--- src/rtl/match_pkg.sv ---
// ---------------------------------------------------------------------------
// match_pkg
//   Shared definitions for the match_sequencer slice: default widths/depths,
//   the byte-offset type, the maximum pattern length and helpers that turn a
//   raw pattern_length into a clamped length and a one-hot hit-tap mask.
// ---------------------------------------------------------------------------
package match_pkg;

    localparam int DEFAULT_POS_WIDTH  = 16;
    localparam int DEFAULT_FIFO_DEPTH = 4;
    localparam int PATTERN_MAX        = 8;

    typedef logic [DEFAULT_POS_WIDTH-1:0] pos_t;

    // Lengths above PATTERN_MAX behave as PATTERN_MAX; 0 stays 0 (disabled).
    function automatic logic [3:0] clamp_length(input logic [3:0] len);
        return (len > 4'(PATTERN_MAX)) ? 4'(PATTERN_MAX) : len;
    endfunction

    // One-hot mask selecting state bit L-1; all zero when detection is off.
    function automatic logic [PATTERN_MAX-1:0] length_mask(input logic [3:0] len);
        logic [3:0]             l;
        logic [PATTERN_MAX-1:0] m;
        l = clamp_length(len);
        m = '0;
        for (int i = 0; i < PATTERN_MAX; i++) begin
            if (l == 4'(i + 1)) begin
                m[i] = 1'b1;
            end
        end
        return m;
    endfunction

endpackage

--- src/rtl/match_event_fifo.sv ---
// ---------------------------------------------------------------------------
// match_event_fifo
//   Synchronous FIFO holding hit offsets until the AXI-Stream consumer takes
//   them. A push into a full FIFO is accepted only when a pop happens in the
//   same cycle; otherwise it is ignored and the caller flags the drop.
// Ports
//   clk, rst_n   clock, synchronous active-low reset
//   clear        synchronous flush (pointers and count to zero)
//   push, push_data   write request and payload
//   pop          read request (ignored when empty)
//   pop_data     head entry (stale when empty)
//   full, empty  occupancy flags
// ---------------------------------------------------------------------------
module match_event_fifo #(
    parameter int DEPTH = 4,
    parameter int WIDTH = 16
) (
    input  logic             clk,
    input  logic             rst_n,
    input  logic             clear,
    input  logic             push,
    input  logic [WIDTH-1:0] push_data,
    input  logic             pop,
    output logic [WIDTH-1:0] pop_data,
    output logic             full,
    output logic             empty
);

    localparam int AW = $clog2(DEPTH);

    logic [WIDTH-1:0] mem_q [DEPTH];
    logic [WIDTH-1:0] mem_d [DEPTH];
    logic [AW-1:0]    wr_ptr_q, wr_ptr_d;
    logic [AW-1:0]    rd_ptr_q, rd_ptr_d;
    logic [AW:0]      count_q, count_d;
    logic             push_ok;
    logic             pop_ok;

    assign full     = (count_q == (AW + 1)'(DEPTH));
    assign empty    = (count_q == '0);
    assign pop_data = mem_q[rd_ptr_q];

    // A full FIFO still takes a push when the head leaves in the same cycle.
    assign pop_ok  = pop & ~empty;
    assign push_ok = push & (~full | pop_ok);

    always_comb begin
        mem_d    = mem_q;
        wr_ptr_d = wr_ptr_q;
        rd_ptr_d = rd_ptr_q;
        count_d  = count_q;
        if (clear) begin
            wr_ptr_d = '0;
            rd_ptr_d = '0;
            count_d  = '0;
        end else begin
            if (push_ok) begin
                mem_d[wr_ptr_q] = push_data;
                wr_ptr_d        = wr_ptr_q + AW'(1);
            end
            if (pop_ok) begin
                rd_ptr_d = rd_ptr_q + AW'(1);
            end
            case ({push_ok, pop_ok})
                2'b10:   count_d = count_q + (AW + 1)'(1);
                2'b01:   count_d = count_q - (AW + 1)'(1);
                default: count_d = count_q;
            endcase
        end
    end

    always_ff @(posedge clk) begin
        if (!rst_n) begin
            for (int i = 0; i < DEPTH; i++) begin
                mem_q[i] <= '0;
            end
            wr_ptr_q <= '0;
            rd_ptr_q <= '0;
            count_q  <= '0;
        end else begin
            mem_q    <= mem_d;
            wr_ptr_q <= wr_ptr_d;
            rd_ptr_q <= rd_ptr_d;
            count_q  <= count_d;
        end
    end

endmodule

--- src/rtl/match_sequencer.sv ---
// ---------------------------------------------------------------------------
// match_sequencer
//   Shift-and (bitap) detector for patterns of up to 8 bytes. Each input beat
//   is a vector whose bit i says "this byte equals pattern byte i". When a
//   full occurrence completes, the 0-based stream offset of its last byte is
//   queued and presented on an AXI-Stream master.
//   Pipeline: input register -> state/hit register -> event FIFO.
// Ports
//   aclk, aresetn        clock, synchronous active-low reset
//   s_axis_tvalid/tdata  match vectors (always consumed, no tready)
//   pattern_length       1..8 active, 0 disables, 9..15 act as 8
//   clear                synchronous soft clear of everything below
//   m_axis_*             hit offsets, backpressured by m_axis_tready
//   overflow             sticky, set when a hit is dropped on a full FIFO
//   match_count          (MATCH_COUNT_EN only) saturating total hit count
// Configuration
//   MATCH_COUNT_EN  adds the match_count port and its counter.
// ---------------------------------------------------------------------------
module match_sequencer
    import match_pkg::*;
#(
    parameter int POS_WIDTH  = DEFAULT_POS_WIDTH,
    parameter int FIFO_DEPTH = DEFAULT_FIFO_DEPTH
) (
    input  logic                 aclk,
    input  logic                 aresetn,
    input  logic                 s_axis_tvalid,
    input  logic [7:0]           s_axis_tdata,
    input  logic [3:0]           pattern_length,
    input  logic                 clear,
    output logic                 m_axis_tvalid,
    input  logic                 m_axis_tready,
    output logic [POS_WIDTH-1:0] m_axis_tdata,
    output logic                 overflow
`ifdef MATCH_COUNT_EN
    ,
    output logic [15:0]          match_count
`endif
);

    logic                 beat_valid_q, beat_valid_d;
    logic [7:0]           beat_data_q, beat_data_d;
    logic [3:0]           beat_len_q, beat_len_d;
    logic [7:0]           s_q, s_d;
    logic [POS_WIDTH-1:0] offset_q, offset_d;
    logic                 hit_q, hit_d;
    logic [POS_WIDTH-1:0] hit_pos_q, hit_pos_d;
    logic                 overflow_q, overflow_d;
    logic                 fifo_full;
    logic                 fifo_empty;
    logic                 pop;

    // The length travels with its beat so a change applies from the next beat.
    always_comb begin
        beat_valid_d = s_axis_tvalid & ~clear;
        beat_data_d  = s_axis_tdata;
        beat_len_d   = pattern_length;
    end

    // Bitap update: bit i of S means the last i+1 beats matched pattern[0..i].
    // Gaps (no valid beat) freeze S and the offset.
    always_comb begin
        s_d       = s_q;
        offset_d  = offset_q;
        hit_d     = 1'b0;
        hit_pos_d = hit_pos_q;
        if (clear) begin
            s_d       = '0;
            offset_d  = '0;
            hit_pos_d = '0;
        end else if (beat_valid_q) begin
            s_d       = ((s_q << 1) | 8'h01) & beat_data_q;
            hit_d     = |(s_d & length_mask(beat_len_q));
            hit_pos_d = offset_q;
            offset_d  = offset_q + POS_WIDTH'(1);
        end
    end

    assign pop           = m_axis_tvalid & m_axis_tready;
    assign m_axis_tvalid = ~fifo_empty;
    assign overflow      = overflow_q;

    // A hit is lost only when the FIFO is full and nothing leaves this cycle.
    always_comb begin
        overflow_d = overflow_q;
        if (clear) begin
            overflow_d = 1'b0;
        end else if (hit_q && fifo_full && !pop) begin
            overflow_d = 1'b1;
        end
    end

    always_ff @(posedge aclk) begin
        if (!aresetn) begin
            beat_valid_q <= 1'b0;
            beat_data_q  <= '0;
            beat_len_q   <= '0;
            s_q          <= '0;
            offset_q     <= '0;
            hit_q        <= 1'b0;
            hit_pos_q    <= '0;
            overflow_q   <= 1'b0;
        end else begin
            beat_valid_q <= beat_valid_d;
            beat_data_q  <= beat_data_d;
            beat_len_q   <= beat_len_d;
            s_q          <= s_d;
            offset_q     <= offset_d;
            hit_q        <= hit_d;
            hit_pos_q    <= hit_pos_d;
            overflow_q   <= overflow_d;
        end
    end

    match_event_fifo #(
        .DEPTH (FIFO_DEPTH),
        .WIDTH (POS_WIDTH)
    ) u_fifo (
        .clk       (aclk),
        .rst_n     (aresetn),
        .clear     (clear),
        .push      (hit_q),
        .push_data (hit_pos_q),
        .pop       (pop),
        .pop_data  (m_axis_tdata),
        .full      (fifo_full),
        .empty     (fifo_empty)
    );

`ifdef MATCH_COUNT_EN
    logic [15:0] count_q, count_d;

    // Counts every detected hit, dropped or not, and sticks at all-ones.
    always_comb begin
        count_d = count_q;
        if (clear) begin
            count_d = '0;
        end else if (hit_q && count_q != 16'hFFFF) begin
            count_d = count_q + 16'd1;
        end
    end

    always_ff @(posedge aclk) begin
        if (!aresetn) begin
            count_q <= '0;
        end else begin
            count_q <= count_d;
        end
    end

    assign match_count = count_q;
`endif

endmodule

--- config.mk ---
export PLATFORM = sky130hd
export DESIGN_NAME = match_sequencer
export DESIGN_NICKNAME = d
export VERILOG_FILES = /design/src/rtl/match_pkg.sv /design/src/rtl/match_event_fifo.sv /design/src/rtl/match_sequencer.sv
export SDC_FILE = /design/constraint.sdc
export NUM_CORES = 1
export LEC_CHECK = 0
export CORE_UTILIZATION = 55
export CTS_CLUSTER_DIAMETER = 200
export DETAILED_ROUTE_END_ITERATION = 10
export GPL_TIMING_DRIVEN = 0
export PLACE_DENSITY = 0.75
export SETUP_SLACK_MARGIN = 0.4
export SLEW_MARGIN = 20
export SYNTH_ARGS = -nofsm -noshare
export SYNTH_HDL_FRONTEND = slang
export SYNTH_SLANG_ARGS = --single-unit
--- constraint.sdc ---
create_clock -name aclk -period 3 [get_ports aclk]
set_clock_uncertainty 0.05 [all_clocks]
set_input_delay 0.6 -clock aclk [delete_from_list [all_inputs] [get_ports aclk]]
set_output_delay 0.6 -clock aclk [all_outputs]
set_load 0.03 [all_outputs]
==> impl_metrics.ini, run 1 <==
[floorplan]
fp.dieH_um = 98.4
io_pins = 35
placementRows = 34
start_util_pct = 57.8
die-area_um2 = 9680
die_x_um = 98.4
fp.coreArea_um2 = 8850

[worst_hold_path]
worst_hold_startpoint = u_fifo.mem_q[4]$_SDFFE_PN0P_
hp-class = flip-flop to flip-flop

[sta]
period_share_pct = 84.5
worst_pin_slew_ns = 0.615
fin_setup_tns_ns = 0
finalWorstSetupSlack_ns = 0.464
max_freq_ghz = 0.394
slew_headroom_pct = 59.0
final-setup-viol-count = 0
layout_min_cycle_time_ns = 2.54
finalHoldViolCount = 0
grt_setup_unrepaired = true
maxSlewViolCount = 0

[routing]
via_per_inst = 5.45
wl_met2_um = 5220
wirelength_um = 10600
top_layer_used = met4
antenna_left = 0
wl_met3_um = 445
drc_errors = 2
drt_pre_antenna_iters = 8
vias = 3660
routedWlPerCell_um = 15.8
drt-initial-drc-count = 131
wl_met1_um = 4860

[placed_design]
dpl.hpwl_um = 7140
place_congestion = 0.753
portBuffers = 34
post-place-ws_ns = -0.0877

[cts]
clock-sinks = 125
clkTransAtPathRegs_ns = 0.06
clock_path_buffers = 2
cts_made_buffers = 17
cts-root-buf = clkbuf_8
h-tree-depth = 4
clk_latency_ns = 0.51
holdBufCountCts = 0
cts_tree = built

[pwr]
p_leak_nw = 2.63
power.share.sequential_pct = 43.2
p_sw_share_pct = 19.7
cellPowerDensity_nw_per_um2 = 623
power_mw = 3.88
p_int_mw = 3.12
pwr-share-clk_pct = 54.6
pwr-share-comb_pct = 2.2
switchingPower_uw = 763
irDropWorstVdd_mv = 0.344

[cells_and_area]
drive_above_1_share_pct = 13.3
antenna_cells = 0
nNetsFinal = 575
layout_common_cells = dfxtp_1 (125), nand2_1 (96), mux2i_1 (83), nor2_1 (40), clkdlybuf4s50_1 (18)
syn_to_final_growth_pct = 21.9
final_common_cell = dfxtp_1
fillers = 653

[global_routing]
grt_pass1_wl_um = 18200
grt_use_total_pct = 24.3
grt_max_degree = 17
overflow = 0
grt_antenna_before_repair = 0
grt_pass1_vias = 3772

[yosys]
ys_ff_latch = 125
synth_cells = 496
synthDistinctLibCells = 35
yosys_warnings = 0
synth_area_um2 = 5110
synth.avg_cell_area_um2 = 10.3
synthesis.nets = 520
synth-seq-area-share_pct = 49.0

[setup_path]
cp.required_ns = 2.35
r2r_start = u_fifo.count_q[0]$_SDFFE_PP0P_
crit_type = flip-flop to primary output
path_max_fanout = 8
cp.arrival_ns = 1.89
crit_path_end_kind = primary output
cp-startpoint = u_fifo.rd_ptr_q[1]$_SDFFE_PP0P_
worstSetupStartpointType = flip-flop

[flow_run]
cap_violations = 0

[status]
status = finished with violations
violations = DRC
[power groups by stage]
| stage | Clock (mW) | Combinational (mW) | Sequential, mW |
|---|---|---|---|
| 3_3_place_gp | 0 | 0.0848 | 1.71 |
| 6_report | 2.12 | 0.0856 | 1.68 |
| 5_1_grt | 2.23 | 0.0932 | 1.68 |
| 2_1_floorplan | 0 | 0.0454 | 1.71 |
| 3_5_place_dp | 0 | 0.0862 | 1.71 |
| 4_1_cts | 2.14 | 0.0863 | 1.68 |
[stage by stage]
step	util [%]	instances	cell area (um2)	hold slack, ns
finish	70.4	672	6230	0.406
detailed placement	63.1	638	5590	0.401
floorplan	-	496	5110	0.372
global route	70.4	672	6230	0.417
CTS	70.2	670	6210	0.409
global placement	63.1	638	5590	0.391
[kinds of logic (layout without fill, tap and decap cells)]
group / after synthesis / after routing / synth area share [%]
buf+inv: 37 / 105 / 3.45
xor+xnor: 17 / 17 / 2.91
mux: 99 / 99 / 23.3
simple gates: 187 / 187 / 16.8
fa+ha+maj: 7 / 7 / 1.86
compound gates: 24 / 24 / 2.69
flops: 125 / 125 / 49.0
[what timing repair did]
action	4_1_cts	5_1_grt
gates resized for setup	42	13
endpoints found under the setup margin	16	13
buffers inserted	0	2
hold endpoints to repair	0	0
[cells in the mapped netlist]
| cell type | number | area, um2 |
|---|---|---|
| nor3b_4 | 1 | 18.8 |
| nor3_1 | 4 | 20.0 |
| xor2_1 | 6 | 52.6 |
| o21ai_0 | 6 | 30.0 |
| fa_1 | 1 | 20.0 |
| clkbuf_2 | 1 | 5.00 |
| nand4_1 | 4 | 25.0 |
| buf_1 | 2 | 7.51 |
| a211o_1 | 1 | 8.76 |
| dfxtp_1 | 125 | 2500 |
| mux4_2 | 16 | 360 |
| nor4_1 | 4 | 25.0 |
| nand3_1 | 12 | 60.1 |
| mux2i_1 | 83 | 831 |
| buf_2 | 5 | 25.0 |
| a2111oi_0 | 1 | 8.76 |
| nand4_2 | 1 | 12.5 |
| nand2_1 | 96 | 360 |
| buf_6 | 4 | 45.0 |
| ha_1 | 6 | 75.1 |
| o211ai_1 | 1 | 7.51 |
| o21ai_1 | 1 | 5.00 |
| nor2_1 | 40 | 150 |
| nand4b_1 | 1 | 8.76 |
| and2_1 | 12 | 75.1 |
| nor4b_2 | 1 | 15.0 |
| a311oi_1 | 1 | 8.76 |
| nand2_4 | 4 | 45.0 |
| a21oi_1 | 12 | 60.1 |
| xnor2_1 | 11 | 96.3 |
| inv_1 | 10 | 37.5 |
| or3_1 | 5 | 31.3 |
| o31a_1 | 1 | 8.76 |
| clkbuf_1 | 15 | 56.3 |
| nand2b_1 | 2 | 12.5 |
[state kept, by name (all words and copies together) (netlist names)]
register and cells:
beat_data_q 8, beat_len_q 4, beat_valid_q 1, hit_pos_q 16, hit_q 1, offset_q 16
overflow 1, s_q 7, u_fifo.count_q 3, u_fifo.mem_q 64, u_fifo.rd_ptr_q 2, u_fifo.wr_ptr_q 2
[area by class of cell]
class	instances	area [um2]	area share (%)
buffer	27	174	2.79
clock buffer	22	463	7.43
clock inverter	10	160	2.57
inverter	10	37.5	0.602
multi-input combinational	334	2440	39.2
sequential	125	2500	40.2
tap	108	135	2.17
timing repair buffer	36	318	5.10
[layer usage]
layer  track usage (%)  vias up
li1                  -     1801
met1              29.4     1760
met2              42.0       87
met3              5.94       12
met4              9.18        0
met5                 0        -
[worst max-delay path, cell delays in order (launching register included)]
cell           delay, ns
dfxtp_1             0.32
buf_6               0.16
mux4_2              0.53
dlygate4sd2_1       0.37
[worst paths after layout]
path                                                       end  slack, ns  cells past startpoint
worst max register to register  u_fifo.count_q[2]$_SDFFE_PP0P_       0.64                      8
worst min register to register    u_fifo.mem_q[4]$_SDFFE_PN0P_       0.41                      2
worst max-delay path                           m_axis_tdata[5]       0.46                      3
worst min-delay path              u_fifo.mem_q[4]$_SDFFE_PN0P_       0.41                      2
No activity file was read; power rests on OpenSTA's default activity.
==> inputs of run 2 (changes only) <==
Clock period 3 ns to 2.41 ns, I/O delays scaled along.
==> run 2 against run 1 <==
  * The run now ends clean
  * Largest power group unchanged
  * Cell count rose by 1.3%
  * Utilization up 2.5 points
  * Non-clock buffer count increased by 9
  * Register-to-register slack got worse by 0.25 ns
  * Global-route usage rose by 1.5 points
  * Worst hold slack better by 0.0015 ns
  * Clock power grew 21%
  * Power rose by 22%
  * Sequential share of layout area is 1.2 points lower
  * Largest cell class unchanged
==> impl_metrics.ini, run 2 (synthesis gave the netlist of run 1 again) <==
[cells_and_area]
utilization_pct = 72.9
syn_to_final_growth_pct = 26.2
fin_cells = 681
final_common_cell = dfxtp_1
layout_common_cells = dfxtp_1 (121), nand2_1 (96), mux2i_1 (83), nor2_1 (40), buf_6 (21)
top_regs = u_fifo.mem_q (64), hit_pos_q (16), offset_q (16)
antenna_cells = 0
nNetsFinal = 584
drive_above_1_share_pct = 17.8
max_flop_register = u_fifo.mem_q
largest_reg_flops = 64

[placed_design]
place_congestion = 0.758
portBuffers = 34
dp_cells = 638
dpl.hpwl_um = 7300

[cts]
clkTransAtPathRegs_ns = 0.06
clock-sinks = 125
clk_latency_ns = 0.51
holdBufCountCts = 0
cts-root-buf = clkbuf_8
cts_tree = built
cts_made_buffers = 17
clock_path_buffers = 2
h-tree-depth = 4

[floorplan]
io_pins = 35
placementRows = 34
die-area_um2 = 9680
fp.dieH_um = 98.4
fp.coreArea_um2 = 8850
die_x_um = 98.4
start_util_pct = 57.8

[worst_hold_path]
hp-class = flip-flop to flip-flop

[routing]
drt_pre_antenna_iters = 9
wirelength_um = 11600
via_per_inst = 5.54
antenna_left = 0
vias = 3773
drc_errors = 0
routedWlPerCell_um = 17.0
drt-initial-drc-count = 173

[pwr]
p_int_mw = 3.81
irDropWorstVdd_mv = 0.446
p_sw_share_pct = 20.0
pwr-share-comb_pct = 2.2
power.share.sequential_pct = 43.9
switchingPower_uw = 950
cellPowerDensity_nw_per_um2 = 738
p_leak_nw = 2.71
pwr-share-clk_pct = 53.9

[setup_path]
slowest_stage = mux4_2
cpPeakStageDelay_ns = 0.53
crit_path_end_kind = primary output
critPathTopFamily = multiplexers
cp.arrival_ns = 1.81
crit_type = flip-flop to primary output
crit_chain = buf_8 -> buf_12 -> mux4_2 -> buf_6
cp.required_ns = 1.88
worstSetupStartpointType = flip-flop
crit_buf_inv = 3
path_max_fanout = 4

[global_routing]
grt_antenna_before_repair = 0
overflow = 0
grt_pass1_vias = 3787
grt_pass1_wl_um = 19100
grt_use_total_pct = 25.8
grt_max_degree = 17

[sta]
worst_pin_slew_ns = 0.628
period_share_pct = 97.1
finalHoldViolCount = 0
final-setup-viol-count = 0
max_freq_ghz = 0.427
layout_min_cycle_time_ns = 2.34
grt_setup_unrepaired = true
slew_headroom_pct = 58.1
maxSlewViolCount = 0

[flow_run]
cap_violations = 0

[status]
status = complete, no violations
## run 2: cell count changes in the layout (fill, tap and decap cells not counted), moves of 2 or more
| cell | delta |
|---|---|
| buf_12 | +3 |
| buf_16 | +2 |
| buf_2 | -2 |
| buf_4 | +4 |
| buf_6 | +14 |
| clkbuf_2 | -3 |
| clkdlybuf4s15_1 | -3 |
| clkdlybuf4s15_2 | -2 |
| clkdlybuf4s50_1 | -3 |
| clkinv_2 | -2 |
| clkinvlp_4 | +3 |
| dfxtp_1 | -4 |
| dfxtp_2 | +3 |
| dlygate4sd2_1 | -2 |
## run 2: tightest hold or removal path: cells and delay by family (launching register included)
family | cells | cell delay [ns]
AND/OR/NAND/NOR | 1 | 0.07
flip-flops | 1 | 0.32
AO/OA/AOI/OAI | 1 | 0.04
## run 2: path summary, 6_finish.rpt
| kind | start | to | slack (ns) | depth (start not counted) |
|---|---|---|---|---|
| worst max-delay path | u_fifo.rd_ptr_q[1]$_SDFFE_PP0P_ | m_axis_tdata[13] | 0.07 | 4 |
| worst min-delay path | overflow$_SDFFE_PP0P_ | overflow$_SDFFE_PP0P_ | 0.41 | 2 |
| worst max register to register | u_fifo.count_q[0]$_SDFFE_PP0P_ | u_fifo.count_q[2]$_SDFFE_PP0P_ | 0.39 | 8 |
| worst min register to register | overflow$_SDFFE_PP0P_ | overflow$_SDFFE_PP0P_ | 0.41 | 2 |
## run 2: power groups by stage
stage	Clock (mW)	Sequential (mW)	Combinational [mW]
after floorplan	0	2.13	0.0570
after global placement	0	2.13	0.105
after detailed placement	0	2.13	0.107
after CTS	2.59	2.09	0.107
after global routing	2.71	2.09	0.117
final	2.56	2.09	0.107
## run 2: layout make-up
class	instances	area [um2]
clock buffer	23	477
timing repair buffer	45	500
clock inverter	9	134
tap	108	135
sequential	125	2510
buffer	27	188
inverter	10	37.5
multi-input combinational	334	2470
fill	619	2400
## run 2: metrics by stage
stage | setup WS (ns) | power, mW | TNS, ns | hold WS (ns) | area [um2]
floorplan | 0.231 | 2.19 | 0 | 0.372 | 5140
global placement | -0.318 | 2.24 | -3.12 | 0.392 | 5620
detailed placement | -0.346 | 2.24 | -3.50 | 0.399 | 5620
CTS | 0.0568 | 4.79 | 0 | 0.410 | 6410
global route | 0.0299 | 4.91 | 0 | 0.435 | 6450
finish | 0.0690 | 4.76 | 0 | 0.408 | 6450
## run 2: repair_timing
| action | 4_1_cts | 5_1_grt |
|---|---|---|
| cloned | 3 | 0 |
| pin swaps | 1 | 0 |
| endpoints found under the hold margin | 0 | 0 |
| gates resized for setup | 136 | 9 |
| endpoints found under the setup margin | 20 | 19 |
| buffers inserted | 6 | 2 |
## run 2: per-layer routing
metal	part of all wire [%]	routed length (um)	global-route usage, %
met5	0	0	0
met4	2.0	227	10.7
met3	4.6	538	6.08
met2	51	5930	44.2
met1	42	4890	31.3
==> inputs of run 3 (changes only) <==
Settings changed: CELL_PAD_IN_SITES_DETAIL_PLACEMENT set to 1, CELL_PAD_IN_SITES_GLOBAL_PLACEMENT set to 1, CORE_UTILIZATION 55 to 46, PLACE_DENSITY 0.75 to unset, PLACE_DENSITY_LB_ADDON set to 0.1.
==> run 3 against run 2 <==
  * Non-clock buffer count up 5
  * Register-to-register slack got worse by 0.04 ns
  * Setup slack lost 0.035 ns
  * Final area up 0.78%
  * Worst hold slack better by 0.0020 ns
  * Critical path type unchanged
  * Count of clock-buffer cells in the layout rose by 4
  * Highest routed layer unchanged
  * Wire length up 11%
  * Clock power decreased by 5%
  * Cell count grew 5.4%
  * Flip-flop and latch count unchanged
  * Via count rose by 1.4%
  * Critical path depth is the same
==> impl_metrics.ini, run 3 (synthesis gave the netlist of run 1 again) <==
[global_routing]
overflow = 0
grt_pass1_vias = 4096
grt_max_degree = 17
grt_use_total_pct = 24.9
grt_antenna_before_repair = 0
grt_pass1_wl_um = 21500

[pwr]
power_mw = 4.63
cellPowerDensity_nw_per_um2 = 713
irDropWorstVdd_mv = 0.791
p_leak_nw = 2.73

[cells_and_area]
final_common_cell = dfxtp_1
antenna_cells = 0
largest_reg_flops = 64
top_regs = u_fifo.mem_q (64), hit_pos_q (16), offset_q (16)
fin_area_um2 = 6500
layout_common_cells = dfxtp_1 (120), nand2_1 (96), mux2i_1 (83), nor2_1 (40), buf_6 (21)
syn_to_final_growth_pct = 27.1
fin_cells = 718
utilization_pct = 59.9
drive_above_1_share_pct = 18.3
nNetsFinal = 589
max_flop_register = u_fifo.mem_q

[sta]
maxSlewViolCount = 0
layout_min_cycle_time_ns = 2.38
worst_pin_slew_ns = 0.664
max_freq_ghz = 0.421
worst_hold_slack_ns = 0.410
finalWorstSetupSlack_ns = 0.0339
finalHoldViolCount = 0
grt_setup_unrepaired = true
final-setup-viol-count = 0
period_share_pct = 98.6
slew_headroom_pct = 55.7
fin_setup_tns_ns = 0

[setup_path]
path_max_fanout = 5
crit_type = flip-flop to primary output
cp-startpoint = u_fifo.rd_ptr_q[1]$_SDFFE_PP0P_
cp.arrival_ns = 1.84
rr_worst_depth = 8
crit_path_end_kind = primary output
worstSetupStartpointType = flip-flop
r2r_start = u_fifo.count_q[0]$_SDFFE_PP0P_
cp.required_ns = 1.88

[cts]
holdBufCountCts = 0
h-tree-depth = 4
cts_tree = built
clock_path_buffers = 2
cts-root-buf = clkbuf_8
cts_made_buffers = 17
clock-sinks = 125
clkTransAtPathRegs_ns = 0.06
clk_latency_ns = 0.53

[worst_hold_path]
hold_depth = 2
worst_hold_startpoint = u_fifo.mem_q[39]$_SDFFE_PN0P_
hp-class = flip-flop to flip-flop

[floorplan]
fp.coreArea_um2 = 10800
die_x_um = 107
placementRows = 38
start_util_pct = 47.1
fp.dieH_um = 107
die-area_um2 = 11500
io_pins = 35

[placed_design]
post-place-ws_ns = -0.369
dpl.hpwl_um = 8530
portBuffers = 34
dp_cells = 670
place_congestion = 0.750
place_area_um2 = 5660

[routing]
vias = 3824
drt_pre_antenna_iters = 4
drt-initial-drc-count = 111
routedWlPerCell_um = 18.0
via_per_inst = 5.33
antenna_left = 0
wirelength_um = 12900
drc_errors = 0

[flow_run]
cap_violations = 0

[status]
status = complete, no violations
run 3: critical path, stage by stage, from the launching register on:
cell and delay (ns):
dfxtp_4 0.37, buf_8 0.13, buf_12 0.12, mux4_2 0.53
buf_6 0.16
run 3: final cells by class:
class | count | area (um2)
clock buffers | 27 | 522
repair buffers | 50 | 542
fillers | 1197 | 4340
well taps | 140 | 175
clock inverters | 5 | 52.6
plain buffers | 27 | 185
multi-input cells | 334 | 2470
flip-flops and latches | 125 | 2510
inverters | 10 | 37.5
run 3: repair_timing:
item,4_1_cts,5_1_grt
gates cloned,2,0
pin swaps,1,1
buffers inserted,8,6
gates resized for setup,135,11
endpoints found under the setup margin,20,18
run 3: report_power, final:
part	switching (mW)	internal, mW	leakage [nW]
Combinational	0.0668	0.0433	1.44
Sequential	0.00924	2.08	1.01
Clock	0.880	1.56	0.284
Total	0.957	3.68	2.73
run 3: worst paths after layout:
path	endpoint	slack, ns
worst max-delay path	m_axis_tdata[12]	0.03
worst min-delay path	u_fifo.mem_q[39]$_SDFFE_PN0P_	0.41
worst max register to register	u_fifo.count_q[2]$_SDFFE_PP0P_	0.35
worst min register to register	u_fifo.mem_q[39]$_SDFFE_PN0P_	0.41
run 3: metal layers:
metal  vias to the layer above  global-route usage [%]  share of wire (%)
li1                       1837                       -                  -
met2                        54                    43.4                 51
met4                         0                    7.63                1.2
met5                         -                       0                  0
met3                        17                    6.17                2.8
met1                      1916                    30.1                 45
==> RTL change 1 (flow settings as in run 2) <==
Change the package constant `PATTERN_MAX` from 8 to 9.
--- a/src/rtl/match_pkg.sv
+++ b/src/rtl/match_pkg.sv
@@ -8,7 +8,7 @@
 
     localparam int DEFAULT_POS_WIDTH  = 16;
     localparam int DEFAULT_FIFO_DEPTH = 4;
-    localparam int PATTERN_MAX        = 8;
+    localparam int PATTERN_MAX        = 9;
 
     typedef logic [DEFAULT_POS_WIDTH-1:0] pos_t;
 
Check against the original RTL: no difference found for any inputs over 4 cycles, from zero or initial values and one cycle with aresetn low; that may be too few to reach the edited logic, so the function may still have changed.
==> RTL change 1 against run 2 <==
  * The run now ends with DRC left
  * Power increased by 2.2%
  * Synthesized area decreased by 1.6%
  * Synthesized cell count increased by 3.6%
  * Worst setup slack got worse by 0.012 ns
  * Cell area decreased by 0.58%
  * Maximum frequency decreased by 0.51%
  * Non-clock buffer count increased by 15
  * Sequential cell count unchanged
  * Combinational power increased by 10%
  * Wire length increased by 7.2%
  * Hold slack improved by 0.0070 ns
==> RTL change 1: results (changes against run 2) <==
globalRouteTotalUtil_pct: 28.0  # +2.2 points
dr_total_vias: 4142  # +9.8%
synth-async-reset-ratio_pct: 0  # unchanged
drt-pass1-iter-count: 8  # -1
violations: "DRC"
highest_layer: "met4"
hold_end: "u_fifo.mem_q[59]"
outcome: "finished, violations left"
global_route.usage.met1_pct: 31.9  # +0.63 points
first_iter_violations: 280  # +62%
reg2reg_from: "u_fifo.count_q[1]"
layout.filler_cells: 642  # +3.7%
power.ir.vdd_worst_v: 0.000414  # -7.3%
worst_setup_hold_path_clk_slew_ns: 0.06  # about the same
nNetsFinal: 607  # +3.9%
gp_congestion: 0.813  # +7.3%
first_pass_grt_wire_length_um: 20400  # +7.2%
count_of_different_cell_masters_after_synthesis: 35  # unchanged
wl_per_cell_um: 17.7  # +4.0%
path_max_fanout: 6  # +2
tritoncts.num_buffers: 17  # unchanged
detail_route.drc_violations: 4  # +4
synth-seq-area-share_pct: 49.7  # +0.78 points
post_route_cells_drive_above_1_share_pct: 20.4  # +2.6 points
met3RoutedLength_um: 823  # +53%
r2r_cells: 9  # +1
largest_net_degree_at_the_start_of_global_routing: 17  # unchanged
post-dp-hpwl_um: 7830  # +7.3%
syn-num-nets: 538  # +3.5%
netlist_top_cells_area: "sky130_fd_sc_hd__dfxtp_1 50%, sky130_fd_sc_hd__nand3_1 7.8%, sky130_fd_sc_hd__mux4_2 7.2%, sky130_fd_sc_hd__o21ai_0 5.7%, sky130_fd_sc_hd__mux2i_1 3.6%"
global_route.usage.met3_pct: 6.76  # +0.68 points
post_synth_top_cells: "125 x sky130_fd_sc_hd__dfxtp_1, 78 x sky130_fd_sc_hd__nand3_1, 57 x sky130_fd_sc_hd__o21ai_0, 39 x sky130_fd_sc_hd__nor2_1, 28 x sky130_fd_sc_hd__nand2_1"
master_cell_of_the_clock_root_buffer: "sky130_fd_sc_hd__clkbuf_8"
hold_path_class: "reg -> reg"
cell_leakage_power_nw: 2.23  # -18%
clkLatencyLatePin_ns: 0.52
grt_pass1_vias: 4219  # +11%
critPathArrivalTime_ns: 1.82
wl_met1_um: 4950  # +1.2%
tightest_slew_ns: 0.682  # +0.0542 ns
met2WireLength_um: 6420  # +8.2%
min_path_cells: 2  # unchanged
regToRegSetupSlack_ns: 0.11  # -0.28 ns
timing.hold.worst.start: "u_fifo.mem_q[59]"
htree_levels: 4  # unchanged
met2_usage_pct: 49.1  # +4.9 points
end_of_the_worst_register_to_register_path: "u_fifo.count_q[2]"
cp-startpoint: "u_fifo.rd_ptr_q[1]"
largest_registers: "u_fifo.mem_q: 64 flops, hit_pos_q: 16 flops, offset_q: 16 flops"
antenna_found_initial: 0  # unchanged
crit_path_end: "m_axis_tdata[12]"
==> RTL change 1: cell types whose count changed after synthesis, sizes merged, moves of 2 or more <==
cell	delta
nand2	-72
nand3	+66
o21ai	+66
mux2i	-65
buf	+14
nand2b	+6
clkbuf	-4
nand4b	+4
a21oi	+3
nor2b	+2
==> RTL change 1: layout make-up <==
type | instances | area share [%]
tap | 108 | 2.11
buffer | 37 | 4.43
sequential | 125 | 39.2
multi-input combinational | 342 | 36.1
clock inverter | 6 | 2.07
inverter | 10 | 0.585
timing repair buffer | 50 | 8.02
clock buffer | 24 | 7.49
==> RTL change 1: cells by family after synthesis <==
kind of cell	after synthesis	synth area share [%]
simple gates	193	20.2
flops	125	49.7
compound gates	92	9.40
buf+inv	47	5.27
mux	34	10.7
xor+xnor	16	2.79
fa+ha+maj	7	1.89
==> RTL change 1: critical path, cell delays in order (launching register included) <==
cell and delay [ns]:
sky130_fd_sc_hd__dfxtp_2 0.33, sky130_fd_sc_hd__buf_8 0.14, sky130_fd_sc_hd__buf_12 0.13, sky130_fd_sc_hd__mux4_2 0.53, sky130_fd_sc_hd__buf_6 0.16
==> RTL change 1: repair_timing <==
action,4_1_cts,5_1_grt
endpoints found under the setup margin,20,23
cloned,2,0
pin swaps,3,1
resized for setup,144,11
buffers inserted,11,3
==> RTL change 1: through the flow <==
step	instance area, sq um	hold slack, ns	setup TNS (ns)	instances	setup WS [ns]
after floorplan	5060	0.384	0	514	0.0494
after global placement	5540	0.392	-2.93	656	-0.423
after detailed placement	5540	0.405	-3.11	656	-0.468
after CTS	6360	0.413	0	699	0.0341
after global routing	6410	0.442	0	702	0.0116
final	6410	0.415	0	702	0.0570
==> RTL change 1: power breakdown <==
group	switching, mW	internal, mW
clock	0.878	1.78
combinational	0.0667	0.0515
sequential	0.00951	2.08
total	0.954	3.91
==> RTL change 2 (flow settings as in run 2) <==
Made on the original files. Take the reset off `beat_data_q` and load it in a clocked block of its own.
--- a/src/rtl/match_sequencer.sv
+++ b/src/rtl/match_sequencer.sv
@@ -93,7 +93,6 @@
     always_ff @(posedge aclk) begin
         if (!aresetn) begin
             beat_valid_q <= 1'b0;
-            beat_data_q  <= '0;
             beat_len_q   <= '0;
             s_q          <= '0;
             offset_q     <= '0;
@@ -102,7 +101,6 @@
             overflow_q   <= 1'b0;
         end else begin
             beat_valid_q <= beat_valid_d;
-            beat_data_q  <= beat_data_d;
             beat_len_q   <= beat_len_d;
             s_q          <= s_d;
             offset_q     <= offset_d;
@@ -110,6 +108,10 @@
             hit_pos_q    <= hit_pos_d;
             overflow_q   <= overflow_d;
         end
+    end
+
+    always_ff @(posedge aclk) begin
+        beat_data_q <= beat_data_d;
     end
 
     match_event_fifo #(
Check against the original RTL: no difference found for any inputs over 4 cycles, from zero or initial values and one cycle with aresetn low; that may be too few to reach the edited logic, so the function may still have changed.
==> RTL change 2 against run 2 <==
  * Count of clock-buffer cells in the layout fell by 6
  * Critical endpoint is now m_axis_tdata[14]
  * The flow now finishes with violations (DRC)
  * Cell area down 2.0%
  * Sequential cell count unchanged
  * Power increased by 2.3%
  * Die area down 1.5%
  * Wire length fell by 4.1%
  * Largest power group unchanged
  * Highest routed layer unchanged
  * Critical path depth did not move
  * Synthesized area shrank 1.5%
  * Worst setup slack better by 0.0024 ns
==> RTL change 2: results (changes against run 2) <==
first_iter_violations: 139  # -20%
post_synth_top_cells: "125 x sky130_fd_sc_hd__dfxtp_1, 93 x sky130_fd_sc_hd__nand2_1, 84 x sky130_fd_sc_hd__mux2i_1, 37 x sky130_fd_sc_hd__nor2_1"
end_of_the_worst_register_to_register_path: "u_fifo.count_q[2]"
globalRouteTotalUtil_pct: 25.5  # -0.34 points
count_of_different_cell_masters_after_synthesis: 36  # +2.9%
power.ir.vdd_worst_v: 0.000558  # +25%
slew_headroom_pct: 54.6  # -3.5 points
netlist_top_cells_area: "sky130_fd_sc_hd__dfxtp_1 50%, sky130_fd_sc_hd__mux2i_1 17%, sky130_fd_sc_hd__mux4_2 7.2%, sky130_fd_sc_hd__nand2_1 6.9%, sky130_fd_sc_hd__nor2_1 2.8%"
cpMaxStageDelayCell: "sky130_fd_sc_hd__mux4_2"
post-dp-hpwl_um: 7230  # -1.1%
reg2reg_from: "u_fifo.count_q[1]"
path_delay_family: "multiplexers"
synth-seq-area-share_pct: 49.7  # +0.75 points
antennaDiodeCount: 0  # unchanged
syn-num-nets: 513  # -1.3%
postSynthCellCount: 489  # -1.4%
master_cell_of_the_clock_root_buffer: "sky130_fd_sc_hd__clkbuf_8"
synth_enable_flop_cells: 0  # unchanged
outcome: "finished, violations left"
wl_um: 11100  # -4.1%
largest_registers: "u_fifo.mem_q: 64 flops, hit_pos_q: 16 flops, offset_q: 16 flops"
hold_path_class: "in -> reg"
regToRegSetupSlack_ns: 0.40
nNetsFinal: 578  # -1.0%
post-place-cells: 631  # -1.1%
gp_congestion: 0.764  # +0.78%
min_path_cells: 1  # -1
critPathArrivalTime_ns: 1.81  # about the same
placed_area_sq_um: 5550  # -1.2%
violations: "DRC"
dr_total_vias: 3704  # -1.8%
crit_path_end: "m_axis_tdata[14]"
synth-async-reset-ratio_pct: 0  # unchanged
largest_net_degree_at_the_start_of_global_routing: 17  # unchanged
post_drt_via_cell_ratio: 5.49  # -0.96%
holdWs_ns: 0.352  # -0.0558 ns
htree_levels: 4  # unchanged
place.port_buffers: 34  # unchanged
drt-pass1-iter-count: 7  # -2
first_pass_grt_wire_length_um: 18800  # -1.3%
grt_remaining_overflow: 0  # unchanged
grt_pass1_vias: 3786  # -0.026%
detail_route.drc_violations: 4  # +4
layout.filler_cells: 612  # -1.1%
cp-startpoint: "u_fifo.rd_ptr_q[1]"
max_stage_delay_ns: 0.52
clock_tree.buffer_depth: 2  # unchanged
r2r_cells: 8  # unchanged
post_route_cells_drive_above_1_share_pct: 18.3  # +0.54 points
worst_setup_hold_path_clk_slew_ns: 0.06  # about the same
antenna_found_initial: 0  # unchanged
clkLatencyLatePin_ns: 0.52
synthesis.yosys.warnings: 0  # unchanged
cell_leakage_power_nw: 2.65  # -2.3%
path_max_fanout: 5  # +1
tritoncts.num_buffers: 17  # unchanged
[RTL change 2: changes by cell type after synthesis, sizes merged, moves of 2 or more]
cell    change
inv         -2
nor4        -3
xnor2       -4
nor2        -3
and2        -7
nand2       -3
a21oi       +2
nand2b      +7
[RTL change 2: cells by family (layout without fill, tap and decap cells)]
group | Yosys count | count (layout) | synth area share, %
adders and majority gates | 7 | 7 | 1.89
AOI/OAI and AO/OA | 27 | 27 | 3.03
xor gates and xnor gates | 14 | 14 | 2.44
DFF | 125 | 125 | 49.7
muxes | 100 | 100 | 23.9
and+or+nand+nor | 181 | 181 | 16.1
buffers and inverters | 35 | 113 | 2.98
[RTL change 2: stage by stage]
| step | power, mW | setup slack, ns |
|---|---|---|
| 2_1_floorplan | 2.18 | 0.276 |
| 3_3_place_gp | 2.23 | -0.329 |
| 3_5_place_dp | 2.24 | -0.353 |
| 4_1_cts | 4.88 | 0.0506 |
| 5_1_grt | 5.01 | 0.0438 |
| 6_report | 4.86 | 0.0714 |
[RTL change 2: power breakdown]
part / internal, mW / switching, mW
logic: 0.0421 / 0.0628
registers: 2.08 / 0.00846
clock network: 1.70 / 0.974
[RTL change 2: how the worst min path moves through the flow]
stage	from	endpoint
finish	s_axis_tdata[5]	beat_data_q[5]
global route	s_axis_tdata[2]	beat_data_q[2]
CTS	s_axis_tdata[2]	beat_data_q[2]
detailed placement	u_fifo.mem_q[12]	u_fifo.mem_q[12]
global placement	u_fifo.mem_q[54]	u_fifo.mem_q[54]
floorplan	beat_len_q[2]	hit_q
[RTL change 2: layer usage]
| metal | share of wire [%] | routed length (um) | vias up | GRT usage (%) |
|---|---|---|---|---|
| met3 | 3.1 | 343 | 11 | 6.19 |
| met2 | 51 | 5620 | 80 | 44.8 |
| met5 | 0 | 0 | - | 0 |
| li1 | - | - | 1819 | - |
| met1 | 45 | 5030 | 1794 | 31.1 |
| met4 | 1.1 | 117 | 0 | 6.64 |
[RTL change 2: timing repair]
action | 4_1_cts | 5_1_grt
hold endpoints to repair | 0 | 0
resized for setup | 121 | 7
gates cloned | 2 | 0
endpoints found under the setup margin | 20 | 20
pin swaps | 1 | 2
buffers inserted | 5 | 5
[RTL change 2: layout make-up]
class / instances / area (sq um) / area share (%)
clock buffers: 17 / 414 / 6.56
inverters: 8 / 30.0 / 0.475
plain buffers: 27 / 170 / 2.69
multi-input cells: 329 / 2420 / 38.3
well taps: 108 / 135 / 2.14
repair buffers: 46 / 432 / 6.83
clock inverters: 15 / 210 / 3.33
flip-flops and latches: 125 / 2510 / 39.7
